<file path="src/rtl/store_buffer_if.sv">
// store_buffer_if: store, load-forward and memory write-port signals of the store buffer.
`default_nettype none

interface store_buffer_if #(
  parameter int DEPTH = 4
);
  localparam int CW = $clog2(DEPTH) + 1;

  logic          st_valid;
  logic          st_ready;
  logic [31:0]   st_addr;
  logic [31:0]   st_data;
  logic [31:0]   ld_addr;
  logic          ld_hit;
  logic [31:0]   ld_data;
  logic          mem_grant;
  logic          mem_we;
  logic [31:0]   mem_a;
  logic [31:0]   mem_wd;
  logic          empty;
  logic [CW-1:0] count;

  modport master (
    output st_valid, st_addr, st_data, ld_addr, mem_grant,
    input  st_ready, ld_hit, ld_data, mem_we, mem_a, mem_wd, empty, count
  );

  modport slave (
    input  st_valid, st_addr, st_data, ld_addr, mem_grant,
    output st_ready, ld_hit, ld_data, mem_we, mem_a, mem_wd, empty, count
  );
endinterface

`default_nettype wire

</file>
<file path="src/rtl/store_buffer.sv">
// store_buffer: word-granular circular store queue with write coalescing into the
// youngest entry, in-order drain to data memory and youngest-match load forwarding.
`default_nettype none

module store_buffer #(
  parameter int DEPTH = 4
) (
  input  logic           clk,
  input  logic           reset,
  store_buffer_if.slave  bus
);
  localparam int PW = $clog2(DEPTH);
  localparam int CW = PW + 1;
  localparam logic [CW-1:0] FULL = CW'(DEPTH);

  logic [29:0]    addr_q [DEPTH];
  logic [31:0]    data_q [DEPTH];
  logic [DEPTH-1:0] valid_q;
  logic [PW-1:0]  head_q;
  logic [PW-1:0]  tail_q;
  logic [CW-1:0]  count_q;

  logic [PW-1:0]  youngest;
  logic [29:0]    st_word;
  logic           full;
  logic           drain;
  logic           accept;
  logic           coalesce;
  logic           alloc;
  logic           fwd_hit;
  logic [31:0]    fwd_data;
  logic           unused_low_bits;

  assign st_word  = bus.st_addr[31:2];
  assign youngest = tail_q - PW'(1);
  assign full     = (count_q == FULL);
  assign drain    = (count_q != '0) && bus.mem_grant;
  assign accept   = bus.st_valid && !full;

  // A lone entry leaving this cycle cannot absorb a store; it must be re-allocated.
  assign coalesce = accept && (count_q != '0) && (addr_q[youngest] == st_word)
                    && !((count_q == CW'(1)) && drain);
  assign alloc    = accept && !coalesce;

  assign bus.st_ready = !full;
  assign bus.empty    = (count_q == '0);
  assign bus.count    = count_q;
  assign bus.mem_we   = drain;
  assign bus.mem_a    = (count_q != '0) ? {addr_q[head_q], 2'b00} : 32'h0;
  assign bus.mem_wd   = (count_q != '0) ? data_q[head_q] : 32'h0;
  assign bus.ld_hit   = fwd_hit;
  assign bus.ld_data  = fwd_data;

  assign unused_low_bits = ^{bus.st_addr[1:0], bus.ld_addr[1:0]};

  // Walk oldest to youngest so the last match wins.
  always_comb begin
    fwd_hit  = 1'b0;
    fwd_data = 32'h0;
    for (int k = 0; k < DEPTH; k++) begin
      if (valid_q[head_q + PW'(k)] && (addr_q[head_q + PW'(k)] == bus.ld_addr[31:2])) begin
        fwd_hit  = 1'b1;
        fwd_data = data_q[head_q + PW'(k)];
      end
    end
  end

  always_ff @(posedge clk) begin
    if (reset) begin
      head_q  <= '0;
      tail_q  <= '0;
      count_q <= '0;
      valid_q <= '0;
    end else begin
      if (drain) begin
        valid_q[head_q] <= 1'b0;
        head_q          <= head_q + PW'(1);
      end
      if (alloc) begin
        valid_q[tail_q] <= 1'b1;
        tail_q          <= tail_q + PW'(1);
      end
      case ({alloc, drain})
        2'b10:   count_q <= count_q + CW'(1);
        2'b01:   count_q <= count_q - CW'(1);
        default: count_q <= count_q;
      endcase
    end
  end

  // Payload needs no reset: it is only observed through valid_q and count_q.
  always_ff @(posedge clk) begin
    if (!reset) begin
      if (alloc) begin
        addr_q[tail_q] <= st_word;
        data_q[tail_q] <= bus.st_data;
      end else if (coalesce) begin
        data_q[youngest] <= bus.st_data;
      end
    end
  end
endmodule

`default_nettype wire

</file>
<file path="src/flat_wrapper.sv">
// flat-port wrapper written by rule: the top's interface ports become plain ports
module store_buffer_flat 
#(
  parameter int DEPTH = 4
)
  (clk, reset, bus_st_valid, bus_st_addr, bus_st_data, bus_ld_addr, bus_mem_grant, bus_st_ready, bus_ld_hit, bus_ld_data, bus_mem_we, bus_mem_a, bus_mem_wd, bus_empty, bus_count);
  store_buffer_if #(.DEPTH(DEPTH)) bus_i ();
  input  logic clk;
  input  logic reset;
  input wire logic [$bits(bus_i.st_valid)-1:0] bus_st_valid;
  input wire logic [$bits(bus_i.st_addr)-1:0] bus_st_addr;
  input wire logic [$bits(bus_i.st_data)-1:0] bus_st_data;
  input wire logic [$bits(bus_i.ld_addr)-1:0] bus_ld_addr;
  input wire logic [$bits(bus_i.mem_grant)-1:0] bus_mem_grant;
  output wire logic [$bits(bus_i.st_ready)-1:0] bus_st_ready;
  output wire logic [$bits(bus_i.ld_hit)-1:0] bus_ld_hit;
  output wire logic [$bits(bus_i.ld_data)-1:0] bus_ld_data;
  output wire logic [$bits(bus_i.mem_we)-1:0] bus_mem_we;
  output wire logic [$bits(bus_i.mem_a)-1:0] bus_mem_a;
  output wire logic [$bits(bus_i.mem_wd)-1:0] bus_mem_wd;
  output wire logic [$bits(bus_i.empty)-1:0] bus_empty;
  output wire logic [$bits(bus_i.count)-1:0] bus_count;
  assign bus_i.st_valid = bus_st_valid;
  assign bus_i.st_addr = bus_st_addr;
  assign bus_i.st_data = bus_st_data;
  assign bus_i.ld_addr = bus_ld_addr;
  assign bus_i.mem_grant = bus_mem_grant;
  assign bus_st_ready = bus_i.st_ready;
  assign bus_ld_hit = bus_i.ld_hit;
  assign bus_ld_data = bus_i.ld_data;
  assign bus_mem_we = bus_i.mem_we;
  assign bus_mem_a = bus_i.mem_a;
  assign bus_mem_wd = bus_i.mem_wd;
  assign bus_empty = bus_i.empty;
  assign bus_count = bus_i.count;
  store_buffer #(.DEPTH(DEPTH)) u_core (.clk(clk), .reset(reset), .bus(bus_i));
endmodule
</file>
<file path="config.mk">
export PLATFORM = sky130hd
export DESIGN_NAME = store_buffer_flat
export DESIGN_NICKNAME = d
export VERILOG_FILES = /design/src/rtl/store_buffer_if.sv /design/src/rtl/store_buffer.sv /design/src/flat_wrapper.sv
export SDC_FILE = /design/constraint.sdc
export NUM_CORES = 1
export LEC_CHECK = 0
export BUFFER_PORTS_ARGS = -buffer_cell sky130_fd_sc_hd__buf_2
export CAP_MARGIN = 20
export CELL_PAD_IN_SITES_DETAIL_PLACEMENT = 0
export CELL_PAD_IN_SITES_GLOBAL_PLACEMENT = 1
export CORE_ASPECT_RATIO = 1.75
export CORE_MARGIN = 1
export CORE_UTILIZATION = 45
export DETAILED_ROUTE_END_ITERATION = 10
export GPL_ROUTABILITY_DRIVEN = 0
export PLACE_DENSITY_LB_ADDON = 0.1
export SLEW_MARGIN = 10
export SYNTH_ARGS = -nofsm -noshare
export SYNTH_HDL_FRONTEND = slang
export SYNTH_SLANG_ARGS = --single-unit
export TNS_END_PERCENT = 1
</file>
<file path="constraint.sdc">
create_clock -name clk -period 5.6 [get_ports clk]
set_input_delay 0 -clock clk [delete_from_list [all_inputs] [get_ports clk]]
set_output_delay 0 -clock clk [all_outputs]
set_load 0.03 [all_outputs]
</file>
==> summary by stage <==
Synthesis
The synthesized netlist devotes 0.867% of its cell area to adder and majority cells. Summing the areas of all compound-gate instances in the mapped netlist gives 7.90% of the synthesized area. The number of library cell types mapped by synthesis is 58. The xor and xnor area share after synthesis is 6.91%.

The largest family of logic cells by synthesized area is multiplexers. After synthesis, the largest area contributor takes up 39.7% of total cell area. The synthesized design spends more area on one cell type than any other, namely sky130_fd_sc_hd__edfxtp_1. The number of flops mapped to enable cells by yosys is 248. The fraction of the yosys area taken by sequential cells is 41.1%. The cell area after synthesis is 18800 um^2.

The post-synthesis area per instance is 12.9 um^2. The fraction of registers with async set or reset after synthesis is 0%. The synthesized design contains 261 register bits. The basic-gate share of the synthesized area counting and, or, nand and nor cells is 8.64%. The number of cells produced by synthesis is 1459. The mux share of post-synthesis cell area is 30.6%. Yosys attributes the largest share of cell area to sky130_fd_sc_hd__edfxtp_1, sky130_fd_sc_hd__mux4_2, sky130_fd_sc_hd__xnor2_1.

The synthesis warning total is 0. The most used flip-flop cell after synthesis is sky130_fd_sc_hd__edfxtp_1.

Placed design
The total placed cells including tap cells is 2105. The count of buffers from port buffering is 196. Detailed placement finished with a half-perimeter wire length of 40400 um.

The placement-stage worst setup slack is 950 ps.

STA
After layout, the worst path uses 91.1% of the clock period. Clock skew on the completed layout was measured at 18.7 ps. The transition time of the tightest slew-check pin is 890 ps. The worst max-slew margin expressed relative to the limit is 40.7%. The total setup violations reported at the end of the flow is 0. After layout, the minimum clock period comes to 5100 ps.

The count of final max-slew check failures is 0. The final hold violation count is 0. Setup total negative slack on the finished layout was measured at 0 ps. Setup repair after global routing left no endpoint under its margin. The hold slack is 37.4 ps. Static timing analysis puts the maximum clock frequency at 196 MHz.

Setup slack on the critical path of the routed design comes to 497 ps.

Final layout
The library cell used most frequently in the layout, excluding fill and tap cells, is sky130_fd_sc_hd__edfxtp_1. 0 antenna diodes ended up in the layout. In the layout the commonest cells are sky130_fd_sc_hd__edfxtp_1, sky130_fd_sc_hd__buf_2, sky130_fd_sc_hd__mux4_2.

The post-layout net count is 1758. The area growth from synthesis to layout is 15.4%. After the flow finishes, the layout carries non-filler instances totaling 2211.

The share of post-route cells with drive strength above 1 is 33.1%.

Setup path
The top fanout value on the critical path is 84. The start of the worst register-to-register path is u_core.tail_q[1]. The worst setup path is captured at an output port. The terminus of the critical flop-to-flop path is u_core.bus.count[2]. At the worst endpoint, the required time is 5600 ps.

The arrival time at the worst endpoint is 5100 ps. The worst setup path is of the reg -> out kind. The element type at the critical path start is a flop. For the worst flop-to-flop path, the logic depth is 13.

The slack of the worst reg-to-reg path is 910 ps.

Floorplanning
The initial utilization of the core area, before any placement, comes to 45.8%. The floorplan step defined a die boundary enclosing 42500 um^2. In this run the core area contains 98 standard-cell rows. The floorplan step set the die width to 156 um.

The die is 272 um tall. For this design the top-level I/O count stands at 203. The area of the core is 41000 um^2.

CTS
For the worst-skew pair, the clock arrives at the later sink with an insertion delay of 560 ps. The clock drives 261 sinks. After clock tree synthesis, the repair step resized 0 gates. The clock root buffer is sky130_fd_sc_hd__clkbuf_16.

After clock tree synthesis, the clock-pin slew on the worst setup and hold paths is 60 ps. The number of buffers inserted during clock tree synthesis is 25. The CTS tree is yes. Buffers added to address setup during post-CTS repair amount to 0. The number of H-tree branching levels is 1. No sink is reached through more buffers than the 3 on the longest clock path.

Drt
The number of optimization iterations in the first detailed-route pass is 5. The number of routed nets with antenna violations is 0. After detailed routing, the average wire length per cell comes to 26.3 um. In the routed layout, each cell is associated on average with a via count of 6.05. The sum of routed wire length over all layers is 58100 um.

The number of design-rule violations left by the first detailed-router iteration is 929. The routed layout has 13400 vias. The total DRC errors in the routed layout is 0.

Global routing
The remaining global-route overflow is 0. The first global-routing pass estimated 85300 um of wire. The total global-route track usage is 27.5%.

The number of antenna violations at the first check in global routing is 3. The number of global-route vias before repair is 13500. The largest net degree at the start of global routing is 90.

Pwr
The overall power of the completed layout is 8690 uW. Across the VDD grid, the largest voltage drop is 0.000298 V. For this design the ratio of total power to cell area is 402 nW/um^2. Summed over all cells, the static leakage comes to 0.00718 uW.

Min path
The worst hold path begins at bus_st_valid. The worst hold path passes through 4 cells. The worst hold path endpoint is u_core.tail_q[0]. The path class of the tightest hold or removal check is in -> reg.

Outcome
The flow ran to the end, and the final reports show no timing, DRC or antenna violations.

Flow run
Max-cap violations in this run came to 0.
[area by class of cell]
cell class                      instances  area (um^2)
Clock buffer                           30          664
Tap cell                              550          688
Timing Repair Buffer                  292         1980
Clock inverter                         13          120
Inverter                               23         86.3
Sequential cell                       261         7720
Multi-Input combinational cell       1042        10400
Fill cell                            3644        19300
[critical path, cell delays in order (launching register included)]
cell                      delay [ps]
sky130_fd_sc_hd__dfxtp_2         340
sky130_fd_sc_hd__inv_1           140
sky130_fd_sc_hd__ha_4            630
sky130_fd_sc_hd__buf_4           710
sky130_fd_sc_hd__mux4_2          420
sky130_fd_sc_hd__xnor2_1         240
sky130_fd_sc_hd__nand4_1         150
sky130_fd_sc_hd__nor4_2          420
sky130_fd_sc_hd__nand4_4         110
sky130_fd_sc_hd__buf_4           390
sky130_fd_sc_hd__mux2_4          400
sky130_fd_sc_hd__a22oi_2         220
sky130_fd_sc_hd__buf_2           240
[Yosys cell counts, drive strengths merged, types with 2 or more instances]
cell type,n
inv,23
o22ai,6
xnor2,121
nand2,123
mux4,166
or4,2
o21bai,32
nor2,40
a221oi,2
o21ai,81
nor3,2
mux2i,105
and3,6
mux2,74
nand3,41
ha,13
a2111oi,4
a22oi,40
clkbuf,71
o2111ai,3
xor2,27
edfxtp,248
o211ai,6
nor2b,62
nor3b,2
and2,5
nand4,25
dfxtp,13
nor4,14
buf,63
o221ai,4
a211oi,4
a21oi,15
nand2b,2
a221o,3
[cells by family (layout without fill, tap and decap cells)]
| group | count (synthesis) | after routing |
|---|---|---|
| muxes | 345 | 345 |
| adders and majority gates | 13 | 13 |
| xor gates and xnor gates | 148 | 148 |
| and+or+nand+nor | 327 | 327 |
| AOI/OAI and AO/OA | 207 | 207 |
| other | 1 | 2 |
| DFF | 261 | 261 |
| buffers and inverters | 157 | 358 |
[power breakdown]
group          total, uW  internal, uW  switching, uW
combinational       4590          1840           2750
sequential          2430          2260            169
clock               1680           935            747
[state kept, by name, summed over array words and instances (netlist names), named ones only]
register          cells
u_core.data_q       128
u_core.addr_q       120
u_core.head_q         2
u_core.tail_q         2
u_core.bus.count      3
u_core.valid_q        4
[through the flow]
stage	instance area [um^2]	util, %
6_report	21600	52.8
4_1_cts	21600	52.8
3_5_place_dp	20200	49.4
3_3_place_gp	20200	49.4
5_1_grt	21600	52.8
2_1_floorplan	18800	-
[timing repair]
action,4_1_cts,5_1_grt
setup endpoints to repair,0,0
hold buffers,63,0
hold endpoints to repair,261,0
[routing by layer]
metal	up-vias	global-route usage, %	wire, um
met5	-	0	40
met4	6	15.9	3490
met3	142	2.70	2730
met2	464	52.2	32000
met1	6764	29.0	19900
li1	6011	-	-
[how the worst max path moves through the flow]
stage | endpoint | slack [ps] | start | cells after the start
4_1_cts | bus_ld_data[27] | 480 | u_core.head_q[1] | 12
2_1_floorplan | u_core.data_q[1][0] | 290 | u_core.tail_q[0] | 15
5_1_grt | bus_ld_data[8] | 220 | u_core.head_q[1] | 13
3_5_place_dp | u_core.bus.count[2] | 950 | u_core.tail_q[1] | 13
6_report | bus_ld_data[27] | 500 | u_core.head_q[1] | 12
3_3_place_gp | u_core.bus.count[2] | 1050 | u_core.tail_q[1] | 13
(Power assumes the default switching activity.)
